--- src/rtl/controlador_atributos_n_pkg.sv ---
// Shared Tamagotchi definitions: one-hot pet-state codes, default attribute indices
// and the saturating rise/decay rules applied by the attribute engine.
package tamagotchi_pkg;

    localparam logic [4:0] ST_INTRO      = 5'd0;
    localparam logic [4:0] ST_IDLE       = 5'd1;
    localparam logic [4:0] ST_DORMINDO   = 5'd2;
    localparam logic [4:0] ST_COMENDO    = 5'd4;
    localparam logic [4:0] ST_DANDO_AULA = 5'd8;
    localparam logic [4:0] ST_MORTO      = 5'd16;

    localparam int FOME       = 0;
    localparam int FELICIDADE = 1;
    localparam int SONO       = 2;

    typedef enum logic [1:0] {
        UPD_HOLD,
        UPD_RISE,
        UPD_DECAY
    } upd_mode_e;

    // Evaluated at 32 bits so the caller can use any attribute width up to 31.
    function automatic logic [31:0] sat_rise(input logic [31:0] a,
                                             input logic [31:0] max_v,
                                             input logic [31:0] vel);
        return (a > max_v - vel) ? max_v : a + vel;
    endfunction

    function automatic logic [31:0] sat_decay(input logic [31:0] a,
                                              input logic [31:0] vel);
        return (a <= vel) ? 32'd0 : a - vel;
    endfunction

endpackage

--- src/rtl/controlador_atributos_n_if.sv ---
// Valid/ready boost channel used by game events to add one-shot increments to an attribute.
interface controlador_atributos_n_if #(
    parameter int NUM_ATTR = 3,
    parameter int ATTR_W   = 8
);
    localparam int IDX_W = (NUM_ATTR > 1) ? $clog2(NUM_ATTR) : 1;

    logic              boost_valid;
    logic [IDX_W-1:0]  boost_idx;
    logic [ATTR_W-1:0] boost_amt;
    logic              boost_ready;

    modport master (output boost_valid, output boost_idx, output boost_amt, input boost_ready);
    modport slave  (input boost_valid, input boost_idx, input boost_amt, output boost_ready);
endinterface

--- src/rtl/controlador_atributos_n_gerador_tick.sv ---
// Free-running prescaler: counts 0..TICK_DIV-1 and flags the last count as the update tick.
module gerador_tick #(
    parameter int TICK_DIV = 8388608
) (
    input  logic clk,
    input  logic rst_n,
    output logic tick
);
    localparam int              CNT_W    = $clog2(TICK_DIV);
    localparam logic [CNT_W-1:0] CNT_LAST = CNT_W'(TICK_DIV - 1);

    logic [CNT_W-1:0] cnt_q;
    logic [CNT_W-1:0] cnt_d;

    assign tick  = (cnt_q == CNT_LAST);
    assign cnt_d = tick ? '0 : cnt_q + CNT_W'(1);

    always_ff @(posedge clk or negedge rst_n) begin
        if (!rst_n) cnt_q <= '0;
        else        cnt_q <= cnt_d;
    end
endmodule

--- src/rtl/controlador_atributos_n.sv ---
// Attribute engine: NUM_ATTR saturating counters updated per tick by pet state, plus boost port.
// Optional starvation detector enabled by defining ATTR_CRIT_EN.
module controlador_atributos_n
    import tamagotchi_pkg::*;
#(
    parameter int NUM_ATTR     = 3,
    parameter int ATTR_W       = 8,
    parameter int TICK_DIV     = 8388608,
    parameter int ATTR_MAX     = 100,
    parameter int VEL_UP       = 3,
    parameter int VEL_DOWN     = 1,
    parameter logic [NUM_ATTR*ATTR_W-1:0] INIT_VALS = {8'd50, 8'd70, 8'd80},
    parameter int IDX_COMENDO  = FOME,
    parameter int IDX_AULA     = FELICIDADE,
    parameter int IDX_DORMINDO = SONO,
    parameter int CRIT_TICKS   = 3,
    localparam int IDX_W       = (NUM_ATTR > 1) ? $clog2(NUM_ATTR) : 1
) (
    input  logic                       clk,
    input  logic                       rst_n,
    input  logic [4:0]                 estado,
    controlador_atributos_n_if.slave   boost,
    output logic [NUM_ATTR*ATTR_W-1:0] attrs,
    output logic                       tick,
    output logic                       critical,
    output logic [IDX_W-1:0]           crit_idx
);
    logic                boost_acc;
    logic [NUM_ATTR-1:0] boost_hit;

    gerador_tick #(.TICK_DIV(TICK_DIV)) u_gerador_tick (
        .clk   (clk),
        .rst_n (rst_n),
        .tick  (tick)
    );

    // Tick has priority: ready drops on the tick cycle so a pending boost waits one cycle.
    assign boost.boost_ready = rst_n & ~tick;
    assign boost_acc         = boost.boost_valid & boost.boost_ready;

`ifdef ATTR_CRIT_EN
    localparam int ZR_W = $clog2(CRIT_TICKS + 1);
    logic [NUM_ATTR-1:0] crit_hit;
    logic [NUM_ATTR-1:0] post_nz;
`endif

    generate
        for (genvar gi = 0; gi < NUM_ATTR; gi++) begin : g_ch
            logic [ATTR_W-1:0] attr_q;
            logic [ATTR_W-1:0] attr_d;
            logic [ATTR_W:0]   boost_sum;
            upd_mode_e         mode;

            always_comb begin
                mode = UPD_DECAY;
                case (estado)
                    ST_INTRO, ST_MORTO: mode = UPD_HOLD;
                    ST_COMENDO:         mode = (gi == IDX_COMENDO)  ? UPD_RISE : UPD_DECAY;
                    ST_DANDO_AULA:      mode = (gi == IDX_AULA)     ? UPD_RISE : UPD_DECAY;
                    ST_DORMINDO:        mode = (gi == IDX_DORMINDO) ? UPD_RISE : UPD_DECAY;
                    default:            mode = UPD_DECAY;
                endcase
            end

            assign boost_hit[gi] = boost_acc && (int'(boost.boost_idx) == gi);
            assign boost_sum     = {1'b0, attr_q} + {1'b0, boost.boost_amt};

            always_comb begin
                attr_d = attr_q;
                if (tick) begin
                    case (mode)
                        UPD_RISE:  attr_d = ATTR_W'(sat_rise(32'(attr_q), 32'(ATTR_MAX), 32'(VEL_UP)));
                        UPD_DECAY: attr_d = ATTR_W'(sat_decay(32'(attr_q), 32'(VEL_DOWN)));
                        default:   attr_d = attr_q;
                    endcase
                end else if (boost_hit[gi]) begin
                    attr_d = (boost_sum > (ATTR_W+1)'(ATTR_MAX)) ? ATTR_W'(ATTR_MAX)
                                                                 : boost_sum[ATTR_W-1:0];
                end
            end

            always_ff @(posedge clk or negedge rst_n) begin
                if (!rst_n) attr_q <= INIT_VALS[gi*ATTR_W +: ATTR_W];
                else        attr_q <= attr_d;
            end

            assign attrs[gi*ATTR_W +: ATTR_W] = attr_q;

`ifdef ATTR_CRIT_EN
            logic [ZR_W-1:0] zrun_q;
            logic [ZR_W-1:0] zrun_d;

            // Run length saturates at CRIT_TICKS so a long starvation never wraps back to zero.
            always_comb begin
                zrun_d = zrun_q;
                if (tick) begin
                    if (attr_d != '0)                         zrun_d = '0;
                    else if (zrun_q != ZR_W'(CRIT_TICKS))     zrun_d = zrun_q + ZR_W'(1);
                end
            end

            always_ff @(posedge clk or negedge rst_n) begin
                if (!rst_n) zrun_q <= '0;
                else        zrun_q <= zrun_d;
            end

            assign crit_hit[gi] = tick && (zrun_d == ZR_W'(CRIT_TICKS));
            assign post_nz[gi]  = (attr_d != '0);
`endif
        end
    endgenerate

`ifdef ATTR_CRIT_EN
    logic             critical_q;
    logic             critical_d;
    logic [IDX_W-1:0] crit_idx_q;
    logic [IDX_W-1:0] crit_idx_d;

    always_comb begin
        critical_d = critical_q;
        crit_idx_d = crit_idx_q;
        if (!critical_q && (|crit_hit)) begin
            critical_d = 1'b1;
            for (int i = NUM_ATTR - 1; i >= 0; i--) begin
                if (crit_hit[i]) crit_idx_d = IDX_W'(i);
            end
        end else if (critical_q && (boost.boost_idx == crit_idx_q) && (|(boost_hit & post_nz))) begin
            critical_d = 1'b0;
        end
    end

    always_ff @(posedge clk or negedge rst_n) begin
        if (!rst_n) begin
            critical_q <= 1'b0;
            crit_idx_q <= '0;
        end else begin
            critical_q <= critical_d;
            crit_idx_q <= crit_idx_d;
        end
    end

    assign critical = critical_q;
    assign crit_idx = crit_idx_q;
`else
    assign critical = 1'b0;
    assign crit_idx = '0;
`endif
endmodule

--- src/flat_wrapper.sv ---
// flat-port wrapper written by rule: the top's interface ports become plain ports
module controlador_atributos_n_flat import tamagotchi_pkg::*;
#(
    parameter int NUM_ATTR     = 3,
    parameter int ATTR_W       = 8,
    parameter int TICK_DIV     = 8388608,
    parameter int ATTR_MAX     = 100,
    parameter int VEL_UP       = 3,
    parameter int VEL_DOWN     = 1,
    parameter logic [NUM_ATTR*ATTR_W-1:0] INIT_VALS = {8'd50, 8'd70, 8'd80},
    parameter int IDX_COMENDO  = FOME,
    parameter int IDX_AULA     = FELICIDADE,
    parameter int IDX_DORMINDO = SONO,
    parameter int CRIT_TICKS   = 3,
    localparam int IDX_W       = (NUM_ATTR > 1) ? $clog2(NUM_ATTR) : 1
)
  (clk, rst_n, estado, attrs, tick, critical, crit_idx, boost_boost_valid, boost_boost_idx, boost_boost_amt, boost_boost_ready);
  controlador_atributos_n_if #(.NUM_ATTR(NUM_ATTR), .ATTR_W(ATTR_W)) boost_i ();
  input  logic clk;
  input  logic rst_n;
  input  logic [4:0] estado;
  output logic [NUM_ATTR*ATTR_W-1:0] attrs;
  output logic tick;
  output logic critical;
  output logic [IDX_W-1:0] crit_idx;
  input wire logic [$bits(boost_i.boost_valid)-1:0] boost_boost_valid;
  input wire logic [$bits(boost_i.boost_idx)-1:0] boost_boost_idx;
  input wire logic [$bits(boost_i.boost_amt)-1:0] boost_boost_amt;
  output wire logic [$bits(boost_i.boost_ready)-1:0] boost_boost_ready;
  assign boost_i.boost_valid = boost_boost_valid;
  assign boost_i.boost_idx = boost_boost_idx;
  assign boost_i.boost_amt = boost_boost_amt;
  assign boost_boost_ready = boost_i.boost_ready;
  controlador_atributos_n #(.NUM_ATTR(NUM_ATTR), .ATTR_W(ATTR_W), .TICK_DIV(TICK_DIV), .ATTR_MAX(ATTR_MAX), .VEL_UP(VEL_UP), .VEL_DOWN(VEL_DOWN), .INIT_VALS(INIT_VALS), .IDX_COMENDO(IDX_COMENDO), .IDX_AULA(IDX_AULA), .IDX_DORMINDO(IDX_DORMINDO), .CRIT_TICKS(CRIT_TICKS)) u_core (.clk(clk), .rst_n(rst_n), .estado(estado), .boost(boost_i), .attrs(attrs), .tick(tick), .critical(critical), .crit_idx(crit_idx));
endmodule
--- config.mk ---
export PLATFORM = sky130hd
export DESIGN_NAME = controlador_atributos_n_flat
export DESIGN_NICKNAME = d
export VERILOG_FILES = /design/src/rtl/controlador_atributos_n_pkg.sv /design/src/rtl/controlador_atributos_n_if.sv /design/src/rtl/controlador_atributos_n_gerador_tick.sv /design/src/rtl/controlador_atributos_n.sv /design/src/flat_wrapper.sv
export SDC_FILE = /design/constraint.sdc
export NUM_CORES = 1
export LEC_CHECK = 0
export ABC_AREA = 1
export BUFFER_PORTS_ARGS = -buffer_cell sky130_fd_sc_hd__buf_2
export CAP_MARGIN = 40
export CELL_PAD_IN_SITES_DETAIL_PLACEMENT = 0
export CELL_PAD_IN_SITES_GLOBAL_PLACEMENT = 1
export CORE_ASPECT_RATIO = 0.75
export CORE_MARGIN = 2
export CORE_UTILIZATION = 43
export DETAILED_ROUTE_END_ITERATION = 8
export HOLD_SLACK_MARGIN = 0.08
export PLACE_DENSITY = 0.89
export SYNTH_ARGS = -nofsm -noshare
export SYNTH_HDL_FRONTEND = slang
export SYNTH_SLANG_ARGS = --single-unit
--- constraint.sdc ---
create_clock -name clk -period 2.7 [get_ports clk]
set_input_delay 0.54 -clock clk [delete_from_list [all_inputs] [get_ports clk]]
set_output_delay 0.54 -clock clk [all_outputs]
set_load 0.005 [all_outputs]
==> results of run 1 <==
cells in the mapped netlist, types with 4 or more instances:
cell type / number
dfstp_2: 8
a21oi_1: 22
xnor2_1: 9
o21ai_0: 17
xor2_1: 24
a21oi_2: 13
nand2_2: 4
inv_1: 134
ha_1: 31
nand3_1: 102
nand3_2: 4
dfrtp_1: 39
nor2_4: 5
nor2_1: 76
buf_6: 5
nand3b_1: 4
inv_2: 9
nand4_1: 17
nor2_2: 10
nor3_1: 9
nand2_1: 245
nand2_4: 5
cells by family (layout without fill, tap and decap cells):
| group | Yosys count | after routing | share of synthesized area |
|---|---|---|---|
| and+or+nand+nor | 493 | 493 | 0.4333 |
| DFF | 47 | 47 | 0.2281 |
| other | 1 | 3 | 0.0007212 |
| adders and majority gates | 34 | 34 | 0.08614 |
| buffers and inverters | 159 | 208 | 0.1278 |
| AOI/OAI and AO/OA | 59 | 59 | 0.06833 |
| xor gates and xnor gates | 33 | 33 | 0.05558 |
registers in the layout (all words and copies together), names as in the netlist:
name and flops:
u_core.u_gerador_tick.cnt_q 23, u_core.g_ch.attr_q 24
power by group:
| group | total, W | internal (W) | switching, W | leakage [nW] |
|---|---|---|---|---|
| registers | 0.00103 | 0.000832 | 0.000202 | 0.585 |
| clock network | 0.000646 | 0.000353 | 0.000293 | 0.0723 |
| logic | 0.00224 | 0.000846 | 0.00140 | 2.56 |
| total | 0.00392 | 0.00203 | 0.00189 | 3.22 |
layout make-up:
type,count,area [um^2]
inverters,145,544.3
multi-input cells,622,3357
clock buffers,5,125.1
repair buffers,55,305.3
fillers,1243,5951
well taps,162,202.7
flip-flops and latches,47,1186
clock inverters,3,27.53
per-layer routing:
layer  vias up  track usage  wire length [um]  part of all wire
met5         -            0                 0                 0
met4         0      0.03437               123            0.0091
met3        11      0.03335               746             0.055
met2       136       0.3260              5626              0.42
met1      2238       0.3366              6992              0.52
li1       2691            -                 -                 -
through the flow:
stage	setup slack [ps]	area, um^2	total power (W)
floorplan	677.0	5207	0.002646
global placement	297.3	5595	0.003277
detailed placement	309.9	5595	0.003259
CTS	278.1	5748	0.003932
global route	114.3	5748	0.004351
finish	323.3	5748	0.003923
path summary, 6_finish.rpt:
check,startpoint,endpoint,slack [ps]
worst max register to register,u_core.g_ch[2].attr_q[5],u_core.g_ch[2].attr_q[6],380
min in group clk,u_core.u_gerador_tick.cnt_q[0],u_core.u_gerador_tick.cnt_q[0],460
worst min-delay path,rst_n,u_core.u_gerador_tick.cnt_q[13],160
max in group asynchronous,rst_n,u_core.g_ch[2].attr_q[4],1860
worst min register to register,u_core.u_gerador_tick.cnt_q[0],u_core.u_gerador_tick.cnt_q[0],460
worst max-delay path,u_core.u_gerador_tick.cnt_q[0],tick,320
==> impl_metrics.tcl, run 1 <==
set metrics [dict create \
    overflow 0 \
    start_util 0.4445 \
    cts_buffers 5 \
    fp.dieW_um 131.0 \
    status "complete, no violations" \
    post_cts_resized 0 \
    dp.cells 1031 \
    synth_area_leader_cell "dfrtp_1" \
    crit_fanout 9 \
    dr.pass1.iters 7 \
    synthArstFlopShare 1.000 \
    cts_tree "yes" \
    cp.depth 6 \
    cp.arrival_ps 1840 \
    leakage_nw 3.221 \
    yosys.cell_types.count 40 \
    ff2ff_path_depth 9 \
    yosys-top-cells-area "dfrtp_1, nand2_1, nand3_1, inv_1, ha_1" \
    critPathSlowestCell "dfrtp_1" \
    cp_slowest_stage_delay_ps 370 \
    syn_area_per_cell_um2 6.295 \
    io_pins 47 \
    slew_headroom 0.5959 \
    grt_usage 0.2181 \
    synthCells 826 \
    final_cell_mix "nand2_1, inv_1, nand3_1, nor2_1, buf_2" \
    core-area_um2 11700 \
    end_kind "output pin" \
    clock-skew-final_ps 5.007 \
    io_buffers 43 \
    grt_pass1_vias 4611 \
    rsz0062_at_grt "false" \
    fin_cells 1039 \
    clock_path_buffers 2 \
    holdWs_ps 163.8 \
    die_y_um 99.24 \
    wl_um 13490 \
    cp_cell_sequence "ha_1, nand3_2, nor2_4, nand4_1, nor2_4, buf_2" \
    critPathBufInv 1 \
    drive_gt1_frac 0.1471 \
    path_delay_family "simple AND/OR/NAND/NOR gates" \
    ctsHoldBuffers 0 \
    first_iter_violations 365 \
    crit_type "reg2out" \
    synth_top_area_share 0.1877 \
    vdd_ir_drop_max_mv 0.2710 \
    power_density_nw_per_um2 682.5 \
    worstMarginPinSlew_ps 606.1 \
    yosysSeqAreaShare 0.2281 \
    cp.required_ps 2160 \
    ant_nets 0 \
    clock_latency_ps 290 \
    start_kind "flop" \
    final_common_cell "nand2_1" \
    yosysWarnings 0 \
    synth_ff_type "dfrtp_1" \
    hold_viol_final 0 \
    final_core_util 0.4913 \
    area_growth_pct 10.54 \
    cts_root_buffer "clkbuf_16" \
    grt_max_degree 22 \
    post_drt_wl_per_cell_um 12.98 \
    post_cts_buffers 0 \
    num_rows 34 \
    synth-edff-count 0 \
    antenna_cells 0 \
    fin_setup_tns_ps 0 \
    vias_per_cell 4.885 \
    vias 5076 \
    cts_num_sinks 47 \
    layout_min_cycle_time_ps 2377 \
    setup_viol 0 \
    slew_violations 0 \
    clk_pin_slew_ps 70 \
    syn-cell-area_um2 5200 \
    hpwl_um 10930 \
    antenna_found_initial 0 \
    fmax_mhz 420.7 \
    grt_pass1_wl_um 22750 \
    min_path_type "in2async" \
    htreeDepth 2 \
    period_share 0.8803 \
    drc 0 \
    routabilityCongestion 0.9095 \
    drv_cap 0 \
    worst_path_most_repeated_cell "nor2_4" \
    finalNetCount 928 \
    ys_ff_latch 47 \
    die-area_um2 13000 \
]
Power figures use the tool's default switching activity.
==> run 2, diff against run 1 <==
--- a/config.mk
+++ b/config.mk
@@ -5,17 +5,15 @@
 export SDC_FILE = /design/constraint.sdc
 export NUM_CORES = 1
 export LEC_CHECK = 0
-export ABC_AREA = 1
 export BUFFER_PORTS_ARGS = -buffer_cell sky130_fd_sc_hd__buf_2
 export CAP_MARGIN = 40
 export CELL_PAD_IN_SITES_DETAIL_PLACEMENT = 0
 export CELL_PAD_IN_SITES_GLOBAL_PLACEMENT = 1
 export CORE_ASPECT_RATIO = 0.75
-export CORE_MARGIN = 2
-export CORE_UTILIZATION = 43
+export CORE_UTILIZATION = 45
 export DETAILED_ROUTE_END_ITERATION = 8
 export HOLD_SLACK_MARGIN = 0.08
-export PLACE_DENSITY = 0.89
+export PLACE_DENSITY = 0.88
 export SYNTH_ARGS = -nofsm -noshare
 export SYNTH_HDL_FRONTEND = slang
 export SYNTH_SLANG_ARGS = --single-unit
==> run 2 against run 1 <==
Non-clock buffer count rose by 43. Via count decreased by 9.0%. Synthesized area fell by 13%.
==> impl_metrics.tcl, run 2 <==
set metrics [dict create \
    clk_pin_slew_ps 70 \
    fp.dieW_um 117.9 \
    hpwl_um 9914 \
    start_kind "flop" \
    cp.required_ps 2160 \
    first_iter_violations 400 \
    grt_usage 0.2579 \
    core-area_um2 9736 \
    slew_violations 0 \
    clock_latency_ps 290 \
    finalNetCount 690 \
    holdWs_ps 400.4 \
    fin_area_um2 5431 \
    syn-cell-area_um2 4534 \
    leakage_nw 2.338 \
    yosysSeqAreaShare 0.2616 \
    die_y_um 88.93 \
    slew_headroom 0.5603 \
    top_regs "u_core.g_ch.attr_q (24), u_core.u_gerador_tick.cnt_q (23)" \
    final_common_cell "nor2_1" \
    cp.arrival_ps 2120 \
    synth-edff-count 0 \
    yosysWarnings 0 \
    htreeDepth 2 \
    largest_register_ffs 24 \
    crit_fanout 6 \
    vias 4617 \
    clock-skew-final_ps 2.778 \
    power_density_nw_per_um2 681.0 \
    area_growth_pct 19.78 \
    yosys-top-cells-area "dfrtp_1, ha_1, nor2_1, dfstp_2, xor2_1" \
    yosys.cell_types.count 77 \
    fin_setup_tns_ps 0 \
    vias_per_cell 5.988 \
    antenna_cells 0 \
    final_cell_mix "nor2_1, buf_4, buf_2, nand2_1, dfrtp_1" \
    setup_viol 0 \
    syn_area_per_cell_um2 8.214 \
    io_pins 47 \
    ys_ff_latch 47 \
    num_rows 31 \
    placed_area_um2 5181 \
    wl_um 13150 \
    ff2ff_path_depth 8 \
    rsz0062_at_grt "true" \
    cts_num_sinks 47 \
    clock_path_buffers 2 \
    antenna_found_initial 0 \
    grt_pass1_vias 4219 \
    drc 0 \
    ant_nets 0 \
    die-area_um2 10490 \
    worstMarginPinSlew_ps 659.6 \
    end_kind "output pin" \
    start_util 0.4657 \
    crit_type "reg2out" \
    post_drt_wl_per_cell_um 17.06 \
    min_path_type "in2async" \
    drive_gt1_frac 0.2238 \
    fmax_mhz 376.3 \
    overflow 0 \
    synth.most_common_cell "nor2_1" \
    period_share 0.9844 \
    synthCells 552 \
    grt_max_degree 49 \
    yosys-top-cells-count "nor2_1, nand2_1, dfrtp_1" \
    cts_tree "yes" \
    status "complete, no violations" \
    dr.pass1.iters 5 \
    cts_root_buffer "clkbuf_16" \
    largest_register "u_core.g_ch.attr_q" \
    drv_cap 0 \
    io_buffers 43 \
    synth_area_leader_cell "dfrtp_1" \
    p_total_w 0.003699 \
    routabilityCongestion 0.8824 \
    synthArstFlopShare 1.000 \
    synth_top_area_share 0.2152 \
    vdd_ir_drop_max_mv 0.3676 \
    synth_ff_type "dfrtp_1" \
    grt_pass1_wl_um 21490 \
    layout_min_cycle_time_ps 2658 \
    n_fill_cell 868 \
    cts_buffers 5 \
    hold_viol_final 0 \
]
[run 2: cell families after synthesis]
family / synth area share
AOI/OAI and AO/OA: 0.2577
and+or+nand+nor: 0.2519
muxes: 0.01380
DFF: 0.2616
xor gates and xnor gates: 0.06567
adders and majority gates: 0.09879
other: 0.0008270
buffers and inverters: 0.04967
[run 2: critical path, stage by stage (launching register included)]
cell     delay [ps]
dfrtp_1         380
ha_2            210
nand3_2         100
or3_4           390
or3_4           450
and2_1          180
buf_2           120
[run 2: layer usage]
metal,up-vias,GRT usage,part of all wire
met5,-,0,0
met4,0,0.07110,0.018
met3,23,0.04847,0.058
met2,145,0.4032,0.43
met1,2207,0.3668,0.49
li1,2242,-,-
[run 2: area by class of cell]
type                    instances  area (um^2)  share of cell area
clock buffers                   6        128.9             0.02373
well taps                     132        165.2             0.03041
flip-flops and latches         47         1186              0.2184
clock inverters                 2        60.06             0.01106
inverters                      24        102.6             0.01889
repair buffers                 98        628.1              0.1156
multi-input cells             462         3161              0.5819
[run 2: power by group]
| group | switching [W] | internal (W) | total, W |
|---|---|---|---|
| Clock | 0.000277 | 0.000531 | 0.000808 |
| Combinational | 0.00110 | 0.000872 | 0.00197 |
| Sequential | 0.000113 | 0.000807 | 0.000919 |
[run 2: path summary, 6_finish.rpt]
path / startpoint / end / slack (ps)
worst min-delay path: rst_n / u_core.g_ch[0].attr_q[5] / 400
worst max-delay path: u_core.u_gerador_tick.cnt_q[1] / boost_boost_ready / 40
max in group asynchronous: rst_n / u_core.g_ch[2].attr_q[7] / 1840
worst min register to register: u_core.u_gerador_tick.cnt_q[22] / u_core.u_gerador_tick.cnt_q[22] / 480
worst max register to register: u_core.u_gerador_tick.cnt_q[1] / u_core.g_ch[2].attr_q[2] / 130
min in group clk: u_core.u_gerador_tick.cnt_q[22] / u_core.u_gerador_tick.cnt_q[22] / 480
[run 2: repair_timing]
action	CTS	global route
endpoints found under the setup margin	2	7
cloned	0	0
buffers inserted	3	1
hold buffers	0	0
pin swaps	2	1
gates resized for setup	5	3
endpoints found under the hold margin	0	0
[run 2: metrics by stage]
| step | utilization | cells | setup WS [ps] |
|---|---|---|---|
| after floorplan | - | 554 | 39.58 |
| after global placement | 0.5322 | 759 | -76.31 |
| after detailed placement | 0.5322 | 759 | -86.14 |
| after CTS | 0.5565 | 770 | 2.160 |
| after global routing | 0.5579 | 771 | -12.07 |
| final | 0.5579 | 771 | 42.24 |
